### config.mk
export PLATFORM = sky130hd
export DESIGN_NAME = horizontal_deskew
export DESIGN_NICKNAME = d
export VERILOG_FILES = /design/src/rtl/horizontal_deskew.sv
export SDC_FILE = /design/constraint.sdc
export NUM_CORES = 2
export LEC_CHECK = 0
export ABC_AREA = 1
export BUFFER_PORTS_ARGS = -buffer_cell sky130_fd_sc_hd__clkbuf_2
export CAP_MARGIN = 20
export CORE_MARGIN = 2
export CORE_UTILIZATION = 30
export CTS_BUF_LIST = sky130_fd_sc_hd__clkbuf_16
export DETAILED_ROUTE_END_ITERATION = 12
export SLEW_MARGIN = 20
export SYNTH_ARGS = -nofsm -noshare
export SYNTH_HDL_FRONTEND = slang
export SYNTH_SLANG_ARGS = --single-unit
### constraint.sdc
create_clock -name clk -period 70.9 [get_ports clk]
set_input_delay 10.635 -clock clk [delete_from_list [all_inputs] [get_ports clk]]
set_output_delay 10.635 -clock clk [all_outputs]
set_load 0.02 [all_outputs]
### src/rtl/horizontal_deskew.sv
// Re-aligns four staggered lanes (lane k arrives k*STEP late) into one group per out_valid.
// Latency 3*STEP+1 cycles (1 in bypass); no backpressure, downstream takes every out_valid.
module horizontal_deskew #(
  parameter int P_WIDTH = 64
) (
  input  logic               clk,
  input  logic               rst_n,
  input  logic [1:0]         mode,
  input  logic               in_valid,
  input  logic [P_WIDTH-1:0] lane0_in,
  input  logic [P_WIDTH-1:0] lane1_in,
  input  logic [P_WIDTH-1:0] lane2_in,
  input  logic [P_WIDTH-1:0] lane3_in,
  output logic               out_valid,
  output logic [P_WIDTH-1:0] lane0_out,
  output logic [P_WIDTH-1:0] lane1_out,
  output logic [P_WIDTH-1:0] lane2_out,
  output logic [P_WIDTH-1:0] lane3_out,
  output logic               busy
);

  typedef enum logic [1:0] {IDLE, RUN, DRAIN} state_t;

  state_t             state;
  logic [1:0]         mode_q;
  logic [1:0]         mode_eff;
  logic [2:0]         step_q;
  logic [3:0]         drain_len;
  logic [3:0]         cnt;

  logic [P_WIDTH-1:0] dl0 [12];
  logic [P_WIDTH-1:0] dl1 [8];
  logic [P_WIDTH-1:0] dl2 [4];
  logic [11:0]        vpipe;

  logic [P_WIDTH-1:0] tap0, tap1, tap2;
  logic               tapv;

  function automatic logic [2:0] step_of(input logic [1:0] m);
    case (m)
      2'd0:    step_of = 3'd0;
      2'd1:    step_of = 3'd1;
      2'd2:    step_of = 3'd2;
      default: step_of = 3'd4;
    endcase
  endfunction

  // While a stream is in flight the latched mode governs the taps, so mode edits wait for IDLE.
  assign mode_eff  = (state == IDLE) ? mode : mode_q;
  assign step_q    = step_of(mode_q);
  assign drain_len = {1'b0, step_q} + {step_q, 1'b0};

  // Tap index for lane k is (3-k)*STEP; dlN[i] holds the sample from i+1 cycles ago.
  always_comb begin
    tap0 = lane0_in;
    tap1 = lane1_in;
    tap2 = lane2_in;
    tapv = in_valid;
    case (mode_eff)
      2'd1: begin
        tap0 = dl0[2];
        tap1 = dl1[1];
        tap2 = dl2[0];
        tapv = vpipe[2];
      end
      2'd2: begin
        tap0 = dl0[5];
        tap1 = dl1[3];
        tap2 = dl2[1];
        tapv = vpipe[5];
      end
      2'd3: begin
        tap0 = dl0[11];
        tap1 = dl1[7];
        tap2 = dl2[3];
        tapv = vpipe[11];
      end
      default: ;
    endcase
  end

  always_ff @(posedge clk or posedge rst_n) begin
    if (rst_n) begin
      for (int i = 0; i < 12; i++) dl0[i] <= '0;
      for (int i = 0; i < 8; i++)  dl1[i] <= '0;
      for (int i = 0; i < 4; i++)  dl2[i] <= '0;
      vpipe <= '0;
    end else begin
      dl0[0] <= lane0_in;
      for (int i = 1; i < 12; i++) dl0[i] <= dl0[i-1];
      dl1[0] <= lane1_in;
      for (int i = 1; i < 8; i++)  dl1[i] <= dl1[i-1];
      dl2[0] <= lane2_in;
      for (int i = 1; i < 4; i++)  dl2[i] <= dl2[i-1];
      vpipe <= {vpipe[10:0], in_valid};
    end
  end

  always_ff @(posedge clk or posedge rst_n) begin
    if (rst_n) begin
      out_valid <= 1'b0;
      lane0_out <= '0;
      lane1_out <= '0;
      lane2_out <= '0;
      lane3_out <= '0;
    end else begin
      out_valid <= tapv;
      lane0_out <= tap0;
      lane1_out <= tap1;
      lane2_out <= tap2;
      lane3_out <= lane3_in;
    end
  end

  // DRAIN holds the latched mode until the last group's lane3 has reached the output register.
  always_ff @(posedge clk or posedge rst_n) begin
    if (rst_n) begin
      state  <= IDLE;
      mode_q <= 2'd0;
      cnt    <= 4'd0;
      busy   <= 1'b0;
    end else begin
      case (state)
        IDLE: begin
          if (in_valid) begin
            mode_q <= mode;
            state  <= RUN;
            busy   <= 1'b1;
          end
        end
        RUN: begin
          if (!in_valid) begin
            if (step_q == 3'd0) begin
              state <= IDLE;
              busy  <= 1'b0;
            end else begin
              cnt   <= drain_len;
              state <= DRAIN;
            end
          end
        end
        DRAIN: begin
          cnt <= cnt - 4'd1;
          if (in_valid) begin
            state <= RUN;
          end else if (cnt == 4'd1) begin
            state <= IDLE;
            busy  <= 1'b0;
          end
        end
        default: begin
          state <= IDLE;
          busy  <= 1'b0;
        end
      endcase
    end
  end

endmodule

==> run summary <==
Outcome = complete, no violations
Worst EP arrival = 15.60 ns
Hold bufs inserted after CTS = 0
Routed length per instance = 17.59 um
Depth of the worst hold-timing path = 0
Max incr delay on CP = 0.81 ns
Hold worst-path end = dl0[60]$_DFF_PP0_
CTS clk-pin slew, worst paths = 0.06 ns
Worst slew margin = 30.43%
ANT nets after route = 0
Critical path fanouts, max = 172
Chip height = 417.7 um
Power density cells = 37.50 nW/um^2
Area grow syn2layout = 21.13%
Die area = 174500 sq um
Starting Density = 30.27%
Post-route setup TNS = 0 ns
Setup crit end kind = asynchronous set/reset pin
R2r endpoint = lane0_out[5]$_DFF_PP0_
GPL Wtd Cong = 0.7333
CP cell instances = clkbuf_2, inv_8, buf_4, buf_4, buf_12, buf_12, buf_16, buf_4
Number of global-route vias before repair = 26930
Final nets = 3856
Port-buffer cells = 518
First DRT Iteration DRCs = 2186
Hold Path Origin = dl0[124]$_DFF_PP0_
Clock Sinks = 1814
Distinct cells, synth = 19
CTS root buffer = clkbuf_16
Synthesized Nets = 3270
Max Clk Rate = 67.51 MHz
Worst R2R Path Depth = 8
Ys Warns = 0
Maximum vdd ir drop = 0.02230 mV
Synth Register Bits = 1814
Antenna violations before repair = 13
Critical Path RT = 71.69 ns
Sequential area share after synthesis = 88.40%
Post-route minimum period = 14.81 ns
Fin. Hold Viols = 0
Setup-failing EPs final = 0
Synthesized cell area = 51350 sq um
First-pass GRT wire length = 164900 um
I/O pins = 519
Clock latency at the later pin of the worst-skew pair = 0.80 ns
Min Hold Slack = 0.3165 ns
Most used cell along the critical path = buf_4
RSZ-0062 raised after global routing = false
All-Layer GR Usage = 12.20%
Final Util = 36.66%
Postcts setup bufs = 0
Die width = 417.7 um
Number of remaining DRC errors = 0
Final Power = 2.333 mW
Pre-antenna DRT Iters = 5
Vias = 25670
Area of the core = 169700 sq um
Layout cells sized above 1 = 21.68%
CTS resizes = 0
Slew Limit Fails = 0
Worst R2R Setup Slack = 66.86 ns
Slew @ Worst Pin = 1.044 ns
H-tree depth = 4
Final period utilization = 20.89%
Syn_area_per_cell = 17.10 sq um
Total congestion overflow = 0
Post-Synthesis Cells = 3003
Setup Skew = 0.04096 ns
Max Cap Viol = 0
Reg2reg start = state[0]$_DFFE_PP0P_
Post-DP HPWL = 60760 um
Row count = 151
Worst Setup Path Type = in2async
Startpoint Class = primary input
Critical Path Slowest Stage Cell = buf_4
Drt total wl = 104900 um
CTS Buf Count = 176
Largest net degree at the start of global routing = 203
LEAKAGE = 28.40 nW
Worst Hold Class = reg2reg
Max clock buf depth = 3
CTS tree = built
Via density per instance = 4.304
## per-stage QoR
| stage | area, sq um | setup WS (ns) | std cells |
|---|---|---|---|
| after floorplan | 51350 | 9.050 | 3003 |
| after global placement | 56370 | 55.29 | 5628 |
| after detailed placement | 56370 | 55.11 | 5628 |
| after CTS | 62140 | 56.00 | 5954 |
| after global routing | 62200 | 55.22 | 5964 |
| final | 62200 | 56.09 | 5964 |
## cell usage after synthesis
cell type | number | area, sq um
inv_1 | 13 | 48.80
ha_1 | 6 | 75.07
o21ai_1 | 1 | 5.000
a21oi_1 | 2 | 10.01
nand2_1 | 220 | 825.8
buf_1 | 1 | 3.750
buf_4 | 8 | 60.06
nor2_4 | 1 | 11.26
xnor2_1 | 1 | 8.760
dfrtp_1 | 1814 | 45390
nand2_2 | 3 | 18.77
nand3_1 | 584 | 2923
nor2_2 | 2 | 12.51
inv_2 | 2 | 7.510
nand4_1 | 193 | 1207
clkbuf_1 | 12 | 45.04
buf_2 | 125 | 625.6
o21ai_0 | 11 | 55.05
nor2_1 | 4 | 15.01
## layout make-up
class | instances | area (sq um)
Clock inverter | 148 | 1310
Tap cell | 2218 | 2775
Sequential cell | 1814 | 45390
Fill cell | 15950 | 107500
Clock buffer | 178 | 4454
Multi-Input combinational cell | 1028 | 5221
Antenna cell | 9 | 22.52
Inverter | 15 | 63.81
Timing Repair Buffer | 554 | 2960
## layer usage
layer / up-vias / part of all wire (%) / track usage [%]
met5: - / 0.048 / 0
met4: 8 / 3.0 / 4.828
met3: 208 / 4.5 / 2.847
met2: 563 / 48 / 18.85
met1: 13610 / 44 / 16.67
li1: 11280 / - / -
## placed cells by master, fill, tap and decap left out, drive strengths merged
master / instances
bufinv: 15
nand2: 223
diode: 9
ha: 6
dfrtp: 1814
inv: 67
clkinvlp: 9
o21ai: 12
nand3: 584
a21oi: 2
nand4: 193
nor2: 7
buf: 36
clkbuf: 696
xnor2: 1
clkinv: 72
## cell families after synthesis
family	count (synthesis)	share of synthesized area (%)
compound gates	14	0.1364
xor+xnor	1	0.01706
fa+ha+maj	6	0.1462
buf+inv	161	1.540
flops	1814	88.40
simple gates	1007	9.763
## worst max-delay path by stage
stage	startpoint	end	slack, ns	depth (start not counted)
after floorplan	rst_n	busy$_DFFE_PP0P_	9.05	1
after global placement	rst_n	dl1[207]$_DFF_PP0_	55.29	7
after detailed placement	rst_n	dl1[0]$_DFF_PP0_	55.11	7
after CTS	rst_n	dl1[128]$_DFF_PP0_	56.00	7
after global routing	rst_n	dl1[271]$_DFF_PP0_	55.22	8
final	rst_n	dl1[384]$_DFF_PP0_	56.09	8
## where the power goes
group,internal [mW],total [mW],switching [mW],leakage (nW)
Sequential,1.12,1.15,0.0341,21.3
Clock,0.516,0.914,0.397,2.94
Combinational,0.0656,0.265,0.199,4.19
## worst max-delay path: cells and delay by family
kind,cells,cell delay [ns]
buffers and inverters,8,4.43
## flip-flops by register name (all words and copies together) (netlist names)
signal / flops
lane3_out: 64
cnt: 4
vpipe: 12
dl2: 256
lane2_out: 64
lane1_out: 64
out_valid: 1
mode_q: 2
dl1: 512
busy: 1
lane0_out: 64
dl0: 768
state: 2
Power figures use the tool's default switching activity.
